--- config.mk ---
export PLATFORM = sky130hd
export DESIGN_NAME = div8by4_seq
export DESIGN_NICKNAME = d
export VERILOG_FILES = /design/src/rtl/div8by4_seq.sv
export SDC_FILE = /design/constraint.sdc
export NUM_CORES = 1
export LEC_CHECK = 0
export CAP_MARGIN = 20
export CELL_PAD_IN_SITES_DETAIL_PLACEMENT = 1
export CELL_PAD_IN_SITES_GLOBAL_PLACEMENT = 1
export CORE_AREA = 10 10 70 72
export CTS_CLUSTER_SIZE = 30
export DETAILED_ROUTE_END_ITERATION = 10
export DIE_AREA = 0 0 80 82
export PLACE_DENSITY_LB_ADDON = 0.1
export SYNTH_ARGS = -nofsm -noshare
export SYNTH_HDL_FRONTEND = slang
export SYNTH_SLANG_ARGS = --single-unit
--- constraint.sdc ---
create_clock -name clk -period 4 [get_ports clk]
set_input_delay 0.8 -clock clk [delete_from_list [all_inputs] [get_ports clk]]
set_output_delay 0.8 -clock clk [all_outputs]
set_load 0.005 [all_outputs]
--- src/rtl/div8by4_seq.sv ---
// Sequential restoring divider: 2N-bit dividend / N-bit divisor -> N-bit quotient and remainder, one bit per clock.
// Optional `DIV_SELFCHECK_EN adds a q*d+r == dividend round-trip check (chk_err).
//
// state | meaning
// IDLE  | in_ready=1, waiting for operands
// CALC  | one restoring step per clock, N steps
// DONE  | out_valid=1, result held until out_ready
module div8by4_seq #(
    parameter int N = 4
) (
    input  logic           clk,
    input  logic           rst_n,
    input  logic           in_valid,
    output logic           in_ready,
    input  logic [2*N-1:0] dividend,
    input  logic [N-1:0]   divisor,
    output logic           out_valid,
    input  logic           out_ready,
    output logic [N-1:0]   quotient,
    output logic [N-1:0]   remainder,
    output logic           div_zero,
    output logic           ovf,
    output logic           chk_err
);
    localparam int CW = (N > 2) ? $clog2(N) : 1;

    typedef enum logic [1:0] {
        IDLE = 2'd0,
        CALC = 2'd1,
        DONE = 2'd2
    } state_t;

    state_t        state_q, state_d;
    logic [N-1:0]  rem_q, rem_d;
    logic [N-1:0]  shr_q, shr_d;
    logic [N-1:0]  quo_q, quo_d;
    logic [N-1:0]  dvs_q, dvs_d;
    logic [CW-1:0] cnt_q, cnt_d;
    logic          dz_q, dz_d;
    logic          ovf_q, ovf_d;

    logic [N:0]    t;
    logic          t_ge;
    logic [N-1:0]  rem_step;
    logic [N-1:0]  quo_step;
    logic          accept;
    logic          handoff;
    logic          last_step;

    // t is N+1 bits wide so the shifted-in bit never truncates before the compare.
    always_comb begin
        t        = {rem_q, shr_q[N-1]};
        t_ge     = (t >= {1'b0, dvs_q});
        rem_step = t_ge ? N'(t - {1'b0, dvs_q}) : t[N-1:0];
        quo_step = {quo_q[N-2:0], t_ge};
    end

    assign accept    = (state_q == IDLE) && in_valid;
    assign handoff   = (state_q == DONE) && out_ready;
    assign last_step = (state_q == CALC) && (cnt_q == '0);

    always_comb begin
        state_d = state_q;
        rem_d   = rem_q;
        shr_d   = shr_q;
        quo_d   = quo_q;
        dvs_d   = dvs_q;
        cnt_d   = cnt_q;
        dz_d    = dz_q;
        ovf_d   = ovf_q;
        case (state_q)
            IDLE: begin
                if (in_valid) begin
                    dvs_d = divisor;
                    quo_d = '1;
                    rem_d = dividend[N-1:0];
                    dz_d  = 1'b0;
                    ovf_d = 1'b0;
                    if (divisor == '0) begin
                        dz_d    = 1'b1;
                        state_d = DONE;
                    end else if (dividend[2*N-1:N] >= divisor) begin
                        ovf_d   = 1'b1;
                        state_d = DONE;
                    end else begin
                        rem_d   = dividend[2*N-1:N];
                        shr_d   = dividend[N-1:0];
                        quo_d   = '0;
                        cnt_d   = CW'(N - 1);
                        state_d = CALC;
                    end
                end
            end
            CALC: begin
                rem_d = rem_step;
                quo_d = quo_step;
                shr_d = {shr_q[N-2:0], 1'b0};
                cnt_d = cnt_q - 1'b1;
                if (cnt_q == '0) begin
                    state_d = DONE;
                end
            end
            DONE: begin
                if (out_ready) begin
                    dz_d    = 1'b0;
                    ovf_d   = 1'b0;
                    state_d = IDLE;
                end
            end
            default: state_d = IDLE;
        endcase
    end

    always_ff @(posedge clk or negedge rst_n) begin
        if (!rst_n) begin
            state_q <= IDLE;
            rem_q   <= '0;
            shr_q   <= '0;
            quo_q   <= '0;
            dvs_q   <= '0;
            cnt_q   <= '0;
            dz_q    <= 1'b0;
            ovf_q   <= 1'b0;
        end else begin
            state_q <= state_d;
            rem_q   <= rem_d;
            shr_q   <= shr_d;
            quo_q   <= quo_d;
            dvs_q   <= dvs_d;
            cnt_q   <= cnt_d;
            dz_q    <= dz_d;
            ovf_q   <= ovf_d;
        end
    end

    assign in_ready  = (state_q == IDLE);
    assign out_valid = (state_q == DONE);
    assign quotient  = out_valid ? quo_q : '0;
    assign remainder = out_valid ? rem_q : '0;
    assign div_zero  = dz_q;
    assign ovf       = ovf_q;

`ifdef DIV_SELFCHECK_EN
    localparam int H = N / 2;

    logic [2*N-1:0] dvd_q;
    logic [2*N-1:0] prod;
    logic [N-1:0]   pp_ll, pp_lh, pp_hl, pp_hh;
    logic           chk_q, chk_d;

    // Rebuild q*d from four half-width partial products, same decomposition as the multiplier array.
    always_comb begin
        pp_ll = N'(quo_step[H-1:0]) * N'(dvs_q[H-1:0]);
        pp_lh = N'(quo_step[H-1:0]) * N'(dvs_q[N-1:H]);
        pp_hl = N'(quo_step[N-1:H]) * N'(dvs_q[H-1:0]);
        pp_hh = N'(quo_step[N-1:H]) * N'(dvs_q[N-1:H]);
        prod  = (2*N)'(pp_ll)
              + ((2*N)'(pp_lh) << H)
              + ((2*N)'(pp_hl) << H)
              + ((2*N)'(pp_hh) << N)
              + (2*N)'(rem_step);
        chk_d = chk_q;
        if (accept || handoff) begin
            chk_d = 1'b0;
        end else if (last_step) begin
            chk_d = (prod != dvd_q);
        end
    end

    always_ff @(posedge clk or negedge rst_n) begin
        if (!rst_n) begin
            dvd_q <= '0;
            chk_q <= 1'b0;
        end else begin
            if (accept) begin
                dvd_q <= dividend;
            end
            chk_q <= chk_d;
        end
    end

    assign chk_err = chk_q;
`else
    assign chk_err = 1'b0;
`endif

endmodule

==> metrics.cfg, run 1 <==
[route]
dr_total_vias = 1202
viasPerCell = 5.30
drt_pass1_iterations = 4
drc_errors = 0
wire_per_inst_um = 16.9
ant_nets = 0
routed_wirelength_um = 3840
drtIter0Drc = 47

[cts]
path_clk_slew_ns = 0.13
post-cts-setup-buffers = 0
clk_latency_ns = 0.32
cts_resized = 0
clkSinkCount = 22
cts_made_buffers = 3
htreeDepth = 1
cts_tree = done
ctsHoldBuffers = 0
clk_path_buf_depth = 2
cts_root_buffer = clkbuf_4

[synthesis]
yosysWarningCount = 0
synth-seq-cells = 22
avgSynthCellArea_um2 = 9.16
synthMuxAreaShare = 0.103
async_flop_share = 1.00
yosysSeqAreaShare = 0.390
netlist_area_mm2 = 0.00141
synth_edf_count = 0
synth-xor-area-share = 0.00621
synth_top_family_by_area = simple AND/OR/NAND/NOR gates
synth-adder-area-share = 0.0941
synth.distinct_cells = 38
synthSimpleGateAreaFrac = 0.193
synth_nets = 180
synth_compound_area_frac = 0.143
ys.flop_type = dfrtp_1
syn_inst = 154

[sta]
slew_viol_final = 0
final.setup.worst_slack_ns = 0.974
fmax_mhz = 330
maxSlewHeadroom = 0.352
tns_ns = 0
holdWs_ns = 0.506
hold_viol_final = 0
tightest_slew_ns = 0.969
min_period_ns = 3.03
fin_skew_ns = 0.00859
setup_viol = 0
period_share = 0.757
rsz0062_at_grt = no

[grt]
grt_pass1_wl_um = 6200
gr-total-overflow = 0
grt_use_met3 = 0.0251
met2_usage = 0.226
grt_pass1_vias = 1262
grt_max_degree = 23
grt_util_all_layers = 0.119
grt.busiest_layer = met2
antenna_found_initial = 0
met1_usage = 0.129

[final_layout]
stdcell_count = 227
area_delta_synth_final_pct = 24.6
design_area_mm2 = 0.00176
fin_util = 0.491
nNetsFinal = 206
drive_above_1_share = 0.0838
n_antenna_cell = 0
most-common-layout-cells = clkdlybuf4s50_1, dfrtp_1, nor2_1
final_common_cell = clkdlybuf4s50_1

[critical_path]
critPathSlowestCell = nor2b_1
r2r-start = dvs_q[1]
cp_max_fo = 9
crit_start = state_q[1]
max_stage_delay_ns = 0.55
crit_path_end_kind = output port
critPathLaunchType = flip-flop
crit_chain = nor2b_1 -> inv_1 -> nor2_1 -> clkdlybuf4s50_1
crit_arrival_ns = 2.23
criticalPathCategory = flip-flop to output port
worstPathRequired_ns = 3.20

[min_path]
hold_path.class = flip-flop to flip-flop
min-delay-start = cnt_q[0]

[place]
dp_hpwl_um = 3080
dpl_cell_area_mm2 = 0.00170
dp_cells = 223
gp_congestion = 0.832
pre_cts_slack_ns = 0.781
numPortBuffers = 27

[floorplanning]
ioPinCount = 29
die_h_um = 82
fp.dieArea_mm2 = 0.00656
core_mm2 = 0.00358
die_w_um = 80
rows = 22
start_util = 0.394

[pwr]
total_power_mw = 1.37
irDropWorstVdd_v = 0.000297
p_per_area_mw_per_mm2 = 779
leakage_nw = 0.787

[job]
maxCapViolCount = 0

[status]
status = complete, no violations

==> cell usage after synthesis (4+ instances only) <==
master   instances  area share
a21oi_1          5       0.018
and2_1           6       0.027
dfrtp_1         22        0.39
ha_1             9       0.080
inv_1           14       0.037
mux2_2           4       0.032
mux2i_1          7       0.050
nand2_1         17       0.045
nor2_1          19       0.051
nor2b_1          5       0.022
o21ai_0         10       0.035
==> path summary, 6_finish.rpt <==
kind	end	slack, ns	cells past startpoint
worst max-delay path	remainder[0]	0.97	4
worst min-delay path	cnt_q[0]	0.51	1
worst max register to register	rem_q[1]	1.87	7
worst min register to register	cnt_q[0]	0.51	1
max in group asynchronous	dvs_q[2]	2.41	1
min in group asynchronous	quo_q[2]	1.00	1
==> layer usage <==
metal / share of wire / routed length (um) / vias to the layer above
met1: 0.39 / 1510 / 597
met5: 0 / 0 / -
met4: 0.014 / 53 / 0
met2: 0.54 / 2070 / 30
li1: - / - / 568
met3: 0.054 / 206 / 7
==> logic make-up after synthesis <==
logic type / after synthesis
AOI/OAI and AO/OA: 31
xor gates and xnor gates: 1
adders and majority gates: 10
buffers and inverters: 21
DFF: 22
muxes: 13
other: 1
and+or+nand+nor: 55
==> flip-flops by register name (all words and copies together) (netlist names) <==
name / cells
quo_q: 4
cnt_q: 2
dvs_q: 4
rem_q: 4
ovf: 1
shr_q: 4
div_zero: 1
state_q: 2
==> area by class of cell <==
cell class	count	area (um^2)
fill	431	1820
multi-input combinational	111	763
sequential	22	551
timing repair buffer	28	278
tap	48	60.1
inverter	14	52.6
clock inverter	1	30.0
clock buffer	3	22.5
==> report_power, final <==
group	internal (mW)	switching, mW	total [mW]
sequential	0.332	0.0853	0.418
clock	0.101	0.0726	0.174
combinational	0.382	0.396	0.778
==> worst max-delay path, delay by kind of cell, from the launching register on <==
kind                   cells  cell delay, ns
DFF                        1            0.50
and+or+nand+nor            2            0.69
buffers and inverters      2            0.72
Note: power is estimated with default switching activity, not from simulation.
==> run 2, diff against run 1 <==
CORE_AREA = 10 10 72 74   (was 10 10 70 72)
DIE_AREA = 0 0 82 84   (was 0 0 80 82)
clock period = 2.9 ns   (was 4 ns; I/O delays follow)
==> run 2 against run 1 <==
Compared with the run above:
- power rose by 44%
- first-iteration DRC count is 26% lower
- clock-buffer cell count stayed put
- worst hold slack worse by 0.015 ns
- global-route usage about the same
- critical path depth increased by 4
- sequential power is 38% higher
- clock skew shrank 0.0068 ns
- routed wire length is 0.96% higher
- core utilization decreased by 2.0 points
- critical endpoint is now shr_q[2]
==> metrics.cfg, run 2 (synthesis gave the netlist of run 1 again) <==
[status]
status = complete, no violations

[place]
dpl_cell_area_mm2 = 0.00174
numPortBuffers = 27
dp_hpwl_um = 3100
gp_congestion = 0.806

[final_layout]
final_common_cell = clkdlybuf4s50_1
nNetsFinal = 211
most-common-layout-cells = clkdlybuf4s50_1, dfrtp_1, nor2_1
drive_above_1_share = 0.109
area_delta_synth_final_pct = 28.7
fill_cells = 462
design_area_mm2 = 0.00182
n_antenna_cell = 0

[critical_path]
cp-endpoint = shr_q[2]
crit_start = divisor[1]
reg2reg_depth = 7
r2r-start = dvs_q[1]
critPathLaunchType = input pin
cp_max_fo = 7
r2r_end = rem_q[1]
criticalPathCategory = input pin to flip-flop
worstPathRequired_ns = 3.06
crit_path_end_kind = flip-flop
reg2reg_setup_slack_ns = 0.76
crit_arrival_ns = 2.76

[cts]
clkSinkCount = 22
post-cts-setup-buffers = 0
cts_made_buffers = 3
clk_latency_ns = 0.27
path_clk_slew_ns = 0.08
htreeDepth = 1
cts_root_buffer = clkbuf_8
cts_tree = done
clk_path_buf_depth = 2
cts_resized = 0
ctsHoldBuffers = 0

[grt]
grt_util_all_layers = 0.120
grt_pass1_vias = 1323
grt_pass1_wl_um = 6530
antenna_found_initial = 0
grt_max_degree = 23
gr-total-overflow = 0

[sta]
hold_viol_final = 0
rsz0062_at_grt = no
maxSlewHeadroom = 0.652
tightest_slew_ns = 0.520
setup_viol = 0
fmax_mhz = 384
tns_ns = 0
min_period_ns = 2.60
slew_viol_final = 0
fin_skew_ns = 0.00177
period_share = 0.898

[pwr]
power.share.combinational = 0.560
irDropWorstVdd_v = 0.000444
p_sw_frac = 0.392
netSwitchingPower_mw = 0.772
p_per_area_mw_per_mm2 = 1090
p_int_mw = 1.20
leakage_nw = 0.820
power_frac_seq = 0.292
clkPwrFrac = 0.148

[floorplanning]
fp.dieArea_mm2 = 0.00689
core_mm2 = 0.00386
rows = 23
start_util = 0.366
ioPinCount = 29
die_w_um = 82
die_h_um = 84

[min_path]
hold_path.class = flip-flop to flip-flop
min-delay-start = dvs_q[2]

[route]
drtIter0Drc = 35
routed_wirelength_um = 3880
viasPerCell = 5.10
drc_errors = 0
ant_nets = 0
dr_total_vias = 1193
wire_per_inst_um = 16.6
drt_pass1_iterations = 4

[job]
maxCapViolCount = 0

-- run 2: worst min path at each step --
stage | to | cells past startpoint
2_1_floorplan | cnt_q[0] | 0
3_3_place_gp | dvs_q[2] | 2
3_5_place_dp | dvs_q[2] | 2
4_1_cts | dvs_q[2] | 2
5_1_grt | dvs_q[3] | 2
6_report | dvs_q[2] | 2
-- run 2: cell type report --
cell class / instances / area [um^2] / area share
Inverter: 14 / 52.6 / 0.0289
Tap cell: 50 / 62.6 / 0.0345
Sequential cell: 22 / 551 / 0.303
Multi-Input combinational cell: 111 / 763 / 0.420
Clock inverter: 1 / 30.0 / 0.0165
Timing Repair Buffer: 33 / 315 / 0.174
Clock buffer: 3 / 41.3 / 0.0227
-- run 2: power groups by stage --
stage          Clock (mW)  Combinational (mW)  Sequential (mW)
2_1_floorplan           0               0.791            0.527
6_report            0.291                1.10            0.575
5_1_grt             0.313                1.25            0.597
4_1_cts             0.299                1.12            0.576
3_5_place_dp            0                1.12            0.580
3_3_place_gp            0                1.07            0.574
-- run 2: metal layers --
layer / track usage / vias up / part of all wire
li1: - / 580 / -
met1: 0.139 / 593 / 0.43
met2: 0.210 / 16 / 0.52
met3: 0.0205 / 4 / 0.037
met4: 0.0418 / 0 / 0.014
met5: 0 / - / 0
-- run 2: worst max-delay path: stages --
cell and delay (ns):
clkdlybuf4s50_1 0.55, inv_1 0.09, ha_1 0.20, nor3b_1 0.21, o21ai_1 0.15, nor2_2 0.31
o31a_1 0.33, mux2_4 0.33
-- run 2: per-stage QoR --
stage	power, mW	util	std cells	hold slack, ns	worst slack (ns)
2_1_floorplan	1.32	-	154	0.284	0.791
3_3_place_gp	1.65	0.452	230	0.468	0.136
3_5_place_dp	1.70	0.452	230	0.477	0.0308
4_1_cts	2.00	0.471	234	0.496	0.311
5_1_grt	2.16	0.471	234	0.537	0.131
6_report	1.97	0.471	234	0.491	0.296
==> run 3, diff against run 2 <==
GPL_ROUTABILITY_DRIVEN = 0   (was not set)
==> results of run 3 <==
No change in the layout: final DEF, timing and power equal those of run 2.
